--- src/rtl/regfile_op_sequencer.sv ---
// Multi-cycle register-to-register ALU sequencer driving a 2**AW x DW register file's read/write ports.
// Optional REGFILE_SEQ_FLAGS_EN adds zero/carry status outputs flag_z and flag_c.
module regfile_op_sequencer #(
  parameter int DW = 8,
  parameter int AW = 2
) (
  input  logic          clk,
  input  logic          rst,
  input  logic          instr_valid,
  output logic          instr_ready,
  input  logic [2:0]    instr_op,
  input  logic [AW-1:0] instr_rd,
  input  logic [AW-1:0] instr_rs,
  input  logic [AW-1:0] instr_rt,
  input  logic [DW-1:0] instr_imm,
  output logic [AW-1:0] rf_raa,
  output logic          rf_rae,
  output logic [AW-1:0] rf_rba,
  output logic          rf_rbe,
  input  logic [DW-1:0] rf_porta,
  input  logic [DW-1:0] rf_portb,
  output logic [AW-1:0] rf_wa,
  output logic          rf_we,
  output logic [DW-1:0] rf_d,
  output logic          done,
  output logic [DW-1:0] result
`ifdef REGFILE_SEQ_FLAGS_EN
  ,
  output logic          flag_z,
  output logic          flag_c
`endif
);

  localparam logic [1:0] S_IDLE  = 2'd0;
  localparam logic [1:0] S_READ  = 2'd1;
  localparam logic [1:0] S_EXEC  = 2'd2;
  localparam logic [1:0] S_WRITE = 2'd3;

  localparam logic [2:0] OP_NOP = 3'd0;
  localparam logic [2:0] OP_LDI = 3'd1;
  localparam logic [2:0] OP_MOV = 3'd2;
  localparam logic [2:0] OP_ADD = 3'd3;
  localparam logic [2:0] OP_SUB = 3'd4;
  localparam logic [2:0] OP_AND = 3'd5;
  localparam logic [2:0] OP_OR  = 3'd6;
  localparam logic [2:0] OP_XOR = 3'd7;

  logic [1:0]    state;
  logic [2:0]    op_q;
  logic [AW-1:0] rd_q, rs_q, rt_q;
  logic [DW-1:0] a_q, b_q;
  logic [DW-1:0] wdata_q;
  logic [DW-1:0] result_q;
  logic          nop_done_q;
  logic [DW-1:0] alu_res;
  logic          read_phase;

`ifdef REGFILE_SEQ_FLAGS_EN
  logic alu_carry;
  logic carry_q;
  logic flag_z_q, flag_c_q;
`endif

  // NOTE: every variable assigned in always_comb gets a default first so no path leaves it unassigned (no latch).
  always_comb begin
    alu_res = '0;
`ifdef REGFILE_SEQ_FLAGS_EN
    alu_carry = 1'b0;
`endif
    case (op_q)
      OP_MOV: alu_res = a_q;
`ifdef REGFILE_SEQ_FLAGS_EN
      OP_ADD: {alu_carry, alu_res} = {1'b0, a_q} + {1'b0, b_q};
      OP_SUB: begin
        alu_res   = a_q - b_q;
        alu_carry = (a_q < b_q);
      end
`else
      OP_ADD: alu_res = a_q + b_q;
      OP_SUB: alu_res = a_q - b_q;
`endif
      OP_AND: alu_res = a_q & b_q;
      OP_OR:  alu_res = a_q | b_q;
      OP_XOR: alu_res = a_q ^ b_q;
      default: alu_res = '0;
    endcase
  end

  // NOTE: sequential state uses non-blocking assignments so every register samples pre-edge values.
  always_ff @(posedge clk) begin
    if (rst) begin
      state      <= S_IDLE;
      op_q       <= OP_NOP;
      rd_q       <= '0;
      rs_q       <= '0;
      rt_q       <= '0;
      a_q        <= '0;
      b_q        <= '0;
      wdata_q    <= '0;
      result_q   <= '0;
      nop_done_q <= 1'b0;
`ifdef REGFILE_SEQ_FLAGS_EN
      carry_q    <= 1'b0;
      flag_z_q   <= 1'b0;
      flag_c_q   <= 1'b0;
`endif
    end else begin
      nop_done_q <= 1'b0;
      case (state)
        S_IDLE: begin
          if (instr_valid) begin
            op_q    <= instr_op;
            rd_q    <= instr_rd;
            rs_q    <= instr_rs;
            rt_q    <= instr_rt;
            // LDI writes its immediate straight from here; ALU ops overwrite it in EXEC.
            wdata_q <= instr_imm;
`ifdef REGFILE_SEQ_FLAGS_EN
            carry_q <= 1'b0;
`endif
            if (instr_op == OP_NOP)      nop_done_q <= 1'b1;
            else if (instr_op == OP_LDI) state      <= S_WRITE;
            else                         state      <= S_READ;
          end
        end
        S_READ: begin
          a_q   <= rf_porta;
          b_q   <= rf_portb;
          state <= S_EXEC;
        end
        S_EXEC: begin
          wdata_q <= alu_res;
`ifdef REGFILE_SEQ_FLAGS_EN
          carry_q <= alu_carry;
`endif
          state   <= S_WRITE;
        end
        default: begin
          result_q <= wdata_q;
`ifdef REGFILE_SEQ_FLAGS_EN
          flag_z_q <= (wdata_q == '0);
          flag_c_q <= carry_q;
`endif
          state    <= S_IDLE;
        end
      endcase
    end
  end

  // Enables drop to 0 outside READ/EXEC so each READ presents a fresh rising edge to the file.
  assign read_phase  = (state == S_READ) || (state == S_EXEC);
  assign instr_ready = (state == S_IDLE);
  assign rf_rae      = read_phase;
  assign rf_rbe      = read_phase;
  assign rf_raa      = read_phase ? rs_q : '0;
  assign rf_rba      = read_phase ? rt_q : '0;
  assign rf_we       = (state == S_WRITE);
  assign rf_wa       = rf_we ? rd_q : '0;
  assign rf_d        = rf_we ? wdata_q : '0;
  assign done        = rf_we | nop_done_q;
  // The written value is visible on result in the WRITE cycle itself and held afterwards.
  assign result      = rf_we ? wdata_q : result_q;

`ifdef REGFILE_SEQ_FLAGS_EN
  assign flag_z = rf_we ? (wdata_q == '0) : flag_z_q;
  assign flag_c = rf_we ? carry_q : flag_c_q;
`endif

endmodule

--- config.mk ---
export PLATFORM = sky130hd
export DESIGN_NAME = regfile_op_sequencer
export DESIGN_NICKNAME = d
export VERILOG_FILES = /design/src/rtl/regfile_op_sequencer.sv
export SDC_FILE = /design/constraint.sdc
export NUM_CORES = 1
export LEC_CHECK = 0
export ABC_CLOCK_PERIOD_IN_PS = 3300
export BUFFER_PORTS_ARGS = -buffer_cell sky130_fd_sc_hd__buf_4
export CORE_MARGIN = 2
export CORE_UTILIZATION = 48
export DETAILED_ROUTE_END_ITERATION = 8
export PLACE_DENSITY = 0.71
export SYNTH_ARGS = -nofsm -noshare
export SYNTH_HDL_FRONTEND = slang
export SYNTH_SLANG_ARGS = --single-unit
export TNS_END_PERCENT = 10
--- constraint.sdc ---
create_clock -name clk -period 3.3 [get_ports clk]
set_input_delay 0.33 -clock clk [delete_from_list [all_inputs] [get_ports clk]]
set_output_delay 0.33 -clock clk [all_outputs]
set_load 0.02 [all_outputs]
Yosys cells after proc, flatten, opt, wreduce, memory -nomap -nowiden
Cells that the tools add are included.

Flip-flop bits (word level): 44.

Equal/unequal tests: 12. $add $sub $neg: 2. Muxes and demuxes: 13. Bitwise operators: 6. Reduce and logical (&&, ||, !) cells: 9.

Operator list (count): $pmux 8 s6 (1); $mux 8 (3); $pmux 8 s2 (1); $eq 3x3->1 const B (4); $mux 2 (6); $add 8x8->8 (1); $and 8x8->8 (1); $or 8x8->8 (1); $sub 8x8->8 (1); $xor 8x8->8 (1); $eq 3x2->1 const B (2); $pmux 2 s3 (1); $reduce_and 2->1 (3); $reduce_or 3->1 (2); $eq 2x2->1 const B (2); $ne 2x2->1 const B (2); $eq 3x1->1 const B (1); $logic_not 3->1 (1); $eq 2x1->1 const B (1); $logic_not 2->1 (1); $not 1->1 (2); $reduce_bool 2->1 (1); $logic_or 1x1->1 (1); $mux 1 (1); $or 1x1->1 (1).

Longest topological paths before layout
Gate-level depths: netlist of the first run.

Depth after elaboration: 5. Gate-level depth with buffers: 11. Depth with buffers taken out: 11.

Worst setup path after synthesis of the first run
OpenSTA, ideal clock, no wires.

Path type: register to register. Start: register op_q[1]. End: register wdata_q[6]. Setup time: 0.127 ns. Arrival time: 2.381 ns. Stages on the path, launching flop included: 11. Path buffers: 2. Data required time: 3.173 ns. Setup slack: 0.792 ns. Cell sequence: dfxtp_1 -> buf_2 -> nor3b_4 -> buf_6 -> mux2_1 -> fa_1 -> nor2b_1 -> o31a_1 -> o21ai_0 -> and4_1 -> or3_1.

Word-level cells in the longest chain between the ends: 3. Elaborated cells between the ends (all ways): 8.

RTL lines: from (decl) (RTL line 49) `logic [2:0] op_q;`; from (signal assigned) (RTL line 112) `op_q <= instr_op;`; $eq 3x3->1 / $eq 3x2->1 (equally long branches) (RTL line 70) `case (op_q)`; $pmux 8 s6 (*) (RTL line 70); $pmux 8 s2 (*) (RTL line 109) `case (state)`; to (signal assigned) (RTL line 117) `wdata_q <= instr_imm;`; to (signal assigned) (RTL line 132) `wdata_q <= alu_res;`; to (decl) (RTL line 52) `logic [DW-1:0] wdata_q;`.

Mark *: on every way between the ends. The rest lies on a longest branch, timed or not. A chain may end at the register's enable or synchronous reset.

Final worst setup path of the first run
Start: register b_q[0]. End: register wdata_q[6].

Word-level cells in the longest chain between the ends: 3. Elaborated cells between the ends (all ways): 4.

RTL lines: from (decl) (RTL line 51) `logic [DW-1:0] a_q, b_q;`; from (signal assigned) (RTL line 128) `b_q <= rf_portb;`; $sub 8x8->8 / $add 8x8->8 (equally long branches) (RTL line 80, 79); $pmux 8 s6 (*) (RTL line 70); $pmux 8 s2 (*) (RTL line 109).

Marks and branches as above.

==> flow_summary.json, run 1 <==
{
  "path_clk_slew_ns": 0.08,
  "synth_top_cells_by_area": "dfxtp_1 29%, ha_1 12%, mux2i_1 9.3%",
  "hold_buffers": 0,
  "placed_cells": 478,
  "fin_crit_sh_pct": 79.15,
  "final_net_count": 476,
  "critical_path.max_fanout": 5,
  "synth_cell_types": 58,
  "syn_avg_cell_area_um2": 8.405,
  "via_per_inst": 5.284,
  "maxCapViolations": 0,
  "synth_nets": 424,
  "drtIter0Drc": 91,
  "yosysWarnings": 0,
  "core_area_um2": 5991,
  "final_cells": 486,
  "clkLatencyLatePin_ns": 0.30,
  "finalWirelength_um": 6640,
  "hold_viol": 0,
  "async_flop_share_pct": 0,
  "clock_sink_count": 44,
  "drcViolationCount": 0,
  "slew_viol_final": 0,
  "syn_inst": 358,
  "antenna_found_initial": 0,
  "grt_max_degree": 47,
  "critPathLaunch": "b_q[0]",
  "fp.dieW_um": 83.18,
  "htree_levels": 2,
  "cts_tree": "yes",
  "die_area_um2": 6918,
  "initial_core_util_pct": 50.23,
  "cts_made_buffers": 5,
  "first_pass_iters": 4,
  "grt_pass1_vias": 2371,
  "timing.rr.start": "b_q[0]",
  "final_antenna_net_count": 0,
  "vias": 2568,
  "synthFlopType": "dfxtp_1",
  "yosys_register_bits": 44,
  "critPathCapture": "wdata_q[6]",
  "path_class": "flop to flop",
  "wl_per_cell_um": 13.66,
  "leakage_nw": 1.554,
  "root_buffer": "clkbuf_8",
  "yosys.area.top_type": "dfxtp_1",
  "fin_skew_ns": 0.004915,
  "fin_tns_setup_ns": 0,
  "yosysTopAreaCellShare_pct": 29.27,
  "irDropWorstVdd_v": 0.0004051,
  "mostFrequentLayoutCells": "66 x buf_4, 50 x nor2_1, 44 x dfxtp_1, 33 x nand2_1, 29 x ha_1",
  "cts_max_path_buffers": 2,
  "fin_worst_hold_slack_ns": 0.2148,
  "cp-end-kind": "flop",
  "num_rows": 28,
  "fmax_ghz": 0.3828,
  "post-cts-setup-buffers": 0,
  "ioPinCount": 63,
  "worstRegToRegCells": 9,
  "grt_pass1_wl_um": 11260,
  "period_minus_slack_ns": 2.612,
  "worst_pin_slew_ns": 0.9948,
  "yosysSeqAreaShare_pct": 29.27,
  "gr-usage-all-layers_pct": 19.41,
  "antenna_cells": 0,
  "r2r_slack_ns": 0.69,
  "place_hpwl_um": 5041,
  "synth_edf_count": 0,
  "grt_overflow_total": 0,
  "io_buffers": 62,
  "die_y_um": 83.18,
  "p_per_area_nw_per_um2": 770.0,
  "final_common_cell": "buf_4",
  "cts_resized": 0,
  "setup_viol": 0,
  "outcome": "completed",
  "arrival_ns": 2.86,
  "drive_gt1_share_pct": 22.14,
  "area_delta_synth_final_pct": 20.50,
  "syn_area_um2": 3009,
  "r2r-end": "wdata_q[6]",
  "crit_path_start_kind": "flop",
  "worstHoldPathType": "input port to flop",
  "rsz0062_at_grt": "false",
  "finalWeightedCongestion": 0.8276,
  "critPathRequiredTime_ns": 3.55,
  "relSlewSlack_pct": 33.68
}
registers in the layout, indices dropped and copies added, names as in the netlist:
name	cells
a_q	8
b_q	8
result_q	8
wdata_q	8
op_q	3
rd_q	2
rs_q	2
rt_q	2
state	2
nop_done_q	1
cell type report:
type	instances	area, µm²
Fill cell	556	2365
Multi-Input combinational cell	268	1936
Sequential cell	44	880.8
Timing Repair Buffer	66	495.5
Clock buffer	7	96.34
Inverter	25	93.84
Tap cell	75	93.84
Clock inverter	1	30.03
where the power goes:
part           switching (mW)  leakage (nW)  internal [mW]
Sequential              0.131         0.360          0.653
Clock                   0.190        0.0645          0.267
Combinational           0.833          1.13          0.718
how the worst min path moves through the flow:
stage	start	to	depth (start not counted)
floorplan	instr_op[0]	nop_done_q	1
global placement	rd_q[1]	rd_q[1]	2
detailed placement	rs_q[0]	rs_q[0]	2
CTS	instr_op[0]	nop_done_q	2
global route	instr_op[0]	nop_done_q	2
finish	instr_op[0]	nop_done_q	2
worst max-delay path, stage by stage (launching register included):
cell and delay [ns]:
dfxtp_1 0.41, inv_1 0.08, ha_1 0.29, mux2_1 0.33, fa_1 0.44, nor2b_1 0.16
o31a_1 0.17, o21ai_0 0.11, a2111oi_0 0.41, or3_1 0.16
Yosys cell counts (all sizes together), types with 3 or more instances:
library cell and n:
ha 29, o21ai 15, a311oi 3, a21oi 12, a2bb2oi 3, clkbuf 12, or2 3, xnor2 8
dfxtp 44, o21a 4, inv 24, and2 15, a31oi 3, mux2 11, nor2 50, a211oi 7
a2111oi 3, buf 9, o22ai 3, o31ai 3, nand2 33, mux2i 28, nor3 3, nand3 4
cells by family (layout without fill, tap and decap cells):
group                      count (synthesis)  count (layout)  synth area share, %
muxes                                     39              39                13.56
DFF                                       44              44                29.27
and+or+nand+nor                          121             121                18.92
xor gates and xnor gates                   9               9                2.869
adders and majority gates                 30              30                12.72
AOI/OAI and AO/OA                         69              69                16.26
buffers and inverters                     46              99                6.403
per-stage QoR:
stage / util (%) / power, mW / cell area [µm²] / setup slack [ns]
3_5_place_dp: 58.42 / 2.350 / 3500 / 0.7184
4_1_cts: 60.53 / 2.816 / 3626 / 0.6870
3_3_place_gp: 58.42 / 2.308 / 3500 / 0.7525
2_1_floorplan: - / 1.999 / 3009 / 0.7923
6_report: 60.53 / 2.792 / 3626 / 0.6880
5_1_grt: 60.53 / 3.034 / 3626 / 0.4761
layer usage:
layer / track usage [%] / vias up / wire length, µm
met5: 0 / - / 0
met4: 4.024 / 0 / 55
met3: 3.579 / 5 / 289
met2: 32.11 / 57 / 3054
met1: 26.47 / 1177 / 3240
li1: - / 1329 / -
(Power assumes the default switching activity.)
==> run 2, diff against run 1 <==
--- a/config.mk
+++ b/config.mk
@@ -5,12 +5,13 @@
 export SDC_FILE = /design/constraint.sdc
 export NUM_CORES = 1
 export LEC_CHECK = 0
-export ABC_CLOCK_PERIOD_IN_PS = 3300
+export ABC_AREA = 1
+export ABC_CLOCK_PERIOD_IN_PS = 2620
 export BUFFER_PORTS_ARGS = -buffer_cell sky130_fd_sc_hd__buf_4
 export CORE_MARGIN = 2
 export CORE_UTILIZATION = 48
 export DETAILED_ROUTE_END_ITERATION = 8
-export PLACE_DENSITY = 0.71
+export PLACE_DENSITY = 0.72
 export SYNTH_ARGS = -nofsm -noshare
 export SYNTH_HDL_FRONTEND = slang
 export SYNTH_SLANG_ARGS = --single-unit
==> constraint.sdc (replaced) <==
create_clock -name clk -period 2.62 [get_ports clk]
set_input_delay 0.262 -clock clk [delete_from_list [all_inputs] [get_ports clk]]
set_output_delay 0.262 -clock clk [all_outputs]
set_load 0.02 [all_outputs]
==> run 2 against run 1 <==
Effect of this change:
- design area down 3.3%
- global-route usage up 3.3 points
- non-clock buffer count unchanged
- largest power group unchanged
==> flow_summary.json, run 2 <==
{
  "p_per_area_nw_per_um2": 1191,
  "synth_edf_count": 0,
  "leakage_nw": 1.853,
  "cp-end-kind": "flop",
  "path_class": "flop to flop",
  "fin_worst_hold_slack_ns": 0.1103,
  "final_common_cell": "nand2_1",
  "final_cells": 556,
  "syn_area_um2": 2840,
  "fin_crit_sh_pct": 91.29,
  "fin_skew_ns": 0.007170,
  "switching_power_mw": 2.009,
  "ioPinCount": 63,
  "final_core_util_pct": 60.26,
  "die_area_um2": 6548,
  "path_clk_slew_ns": 0.09,
  "fp.dieW_um": 80.92,
  "fin_tns_setup_ns": 0,
  "totalPowerFinal_mw": 4.173,
  "clkLatencyLatePin_ns": 0.30,
  "async_flop_share_pct": 0,
  "fin_ws_ns": 0.2283,
  "cts_tree": "yes",
  "clock_sink_count": 44,
  "vias": 2810,
  "setup_viol": 0,
  "slew_viol_final": 0,
  "dpl_cell_area_um2": 3383,
  "cts_made_buffers": 5,
  "r2r-end": "wdata_q[7]",
  "drtIter0Drc": 149,
  "drcViolationCount": 0,
  "first_pass_iters": 4,
  "post-cts-setup-buffers": 0,
  "io_buffers": 62,
  "timing.rr.start": "b_q[0]",
  "yosysWarnings": 0,
  "hold_viol": 0,
  "initial_core_util_pct": 48.84,
  "clockPowerShare_pct": 13.6,
  "final_net_count": 546,
  "grt_pass1_vias": 2630,
  "outcome": "completed",
  "internal_power_mw": 2.164,
  "yosysTopAreaCellShare_pct": 31.01,
  "hold_buffers": 0,
  "yosys.area.top_type": "dfxtp_1",
  "fmax_ghz": 0.4181,
  "dpl_worst_slack_ns": 0.2947,
  "grt_overflow_total": 0,
  "drive_gt1_share_pct": 19.33,
  "combPwrFrac_pct": 59.9,
  "critical_path.max_fanout": 4,
  "min_from": "rst",
  "period_minus_slack_ns": 2.392,
  "hold_end": "state[1]",
  "core_area_um2": 5816,
  "finalWeightedCongestion": 0.8639,
  "rsz0062_at_grt": "false",
  "worst_pin_slew_ns": 0.4864,
  "critPathRequiredTime_ns": 2.82,
  "synthMostInstantiatedCell": "nand2_1",
  "power_frac_seq_pct": 26.6,
  "stdcell_area_um2": 3505,
  "crit_path_start_kind": "flop",
  "finalWirelength_um": 6871,
  "gr-usage-all-layers_pct": 22.70,
  "synth_top_cells_by_area": "dfxtp_1 31%, ha_1 13%, nand2_1 12%",
  "antenna_cells": 0,
  "yosysSeqAreaShare_pct": 31.01,
  "synthFlopType": "dfxtp_1",
  "area_delta_synth_final_pct": 23.39,
  "num_rows": 28,
  "htree_levels": 2,
  "grt_pass1_wl_um": 11740,
  "cts_resized": 0,
  "final_antenna_net_count": 0,
  "antenna_found_initial": 0,
  "synth_nets": 484,
  "grt_max_degree": 24,
  "synth_common_cells": "88 x nand2_1, 53 x inv_1, 46 x o21ai_0",
  "via_per_inst": 5.054,
  "switching_share_pct": 48.15,
  "wl_per_cell_um": 12.36,
  "synth_cell_types": 36,
  "worstHoldPathType": "input port to flop",
  "arrival_ns": 2.59,
  "relSlewSlack_pct": 67.54,
  "maxCapViolations": 0,
  "place_hpwl_um": 5196,
  "r2r_slack_ns": 0.23,
  "root_buffer": "clkbuf_8",
  "yosys_register_bits": 44,
  "die_y_um": 80.92,
  "cts_max_path_buffers": 2,
  "worstRegToRegCells": 19,
  "worst_hold_path.num_cells": 2,
  "irDropWorstVdd_v": 0.0006075,
  "syn_inst": 418,
  "fillers": 572,
  "mostFrequentLayoutCells": "88 x nand2_1, 66 x buf_4, 53 x inv_1, 46 x o21ai_0, 44 x dfxtp_1",
  "placed_cells": 548,
  "syn_avg_cell_area_um2": 6.795
}
[run 2: cell types whose count changed after synthesis, sizes merged, moves of 15 or more]
cell	previous run	this run
a21oi	12	43
and2	15	0
mux2i	28	0
inv	24	59
o21ai	15	52
nand2	33	91
[run 2: how the worst max path moves through the flow]
stage | start | end | cells after the start
after floorplan | b_q[0] | wdata_q[7] | 17
after detailed placement | b_q[0] | wdata_q[7] | 17
after CTS | b_q[0] | wdata_q[7] | 17
after global placement | b_q[0] | wdata_q[7] | 17
after global routing | b_q[0] | wdata_q[7] | 17
final | b_q[0] | wdata_q[7] | 19
[run 2: per-layer routing]
layer | vias to the layer above | wire length (µm) | GRT usage (%)
li1 | 1471 | - | -
met1 | 1265 | 3234 | 30.87
met2 | 64 | 3218 | 36.86
met3 | 10 | 325 | 4.667
met4 | 0 | 93 | 5.593
met5 | - | 0 | 0
[run 2: final cells by class]
cell class                      instances  area [µm²]  share of cell area (%)
Timing Repair Buffer                   66       495.5                   14.14
Multi-Input combinational cell        303        1688                   48.16
Clock inverter                          2       38.79                   1.107
Inverter                               60       225.2                   6.426
Tap cell                               75       93.84                   2.678
Sequential cell                        44       880.8                   25.13
Clock buffer                            6       82.58                   2.356
[run 2: logic make-up (layout without fill, tap and decap cells)]
group	Yosys count	count (layout)	synth area share, %
AOI/OAI and AO/OA	106	106	20.13
xor gates and xnor gates	6	6	1.850
adders and majority gates	30	30	13.48
buffers and inverters	71	134	9.559
DFF	44	44	31.01
and+or+nand+nor	161	161	23.97
[run 2: critical path, cell delays in order, from the launching register on]
cell     delay (ns)
dfxtp_1        0.34
inv_1          0.13
ha_1           0.18
inv_1          0.05
nor3_1         0.19
nand2_1        0.08
nand2_1        0.08
xor2_1         0.15
inv_1          0.06
ha_1           0.32
nand2_1        0.10
inv_1          0.04
nand2_1        0.08
nand2_1        0.05
a21oi_1        0.11
nand3_1        0.08
nand3_1        0.07
nand2_1        0.05
nand2_1        0.07
a21oi_2        0.05
[run 2: power by group through the flow]
stage / sequential [mW] / combinational, mW / clock, mW
final: 1.11 / 2.50 / 0.566
after global routing: 1.14 / 2.89 / 0.603
after floorplan: 1.06 / 1.92 / 0
after global placement: 1.11 / 2.42 / 0
after CTS: 1.11 / 2.50 / 0.572
after detailed placement: 1.12 / 2.48 / 0
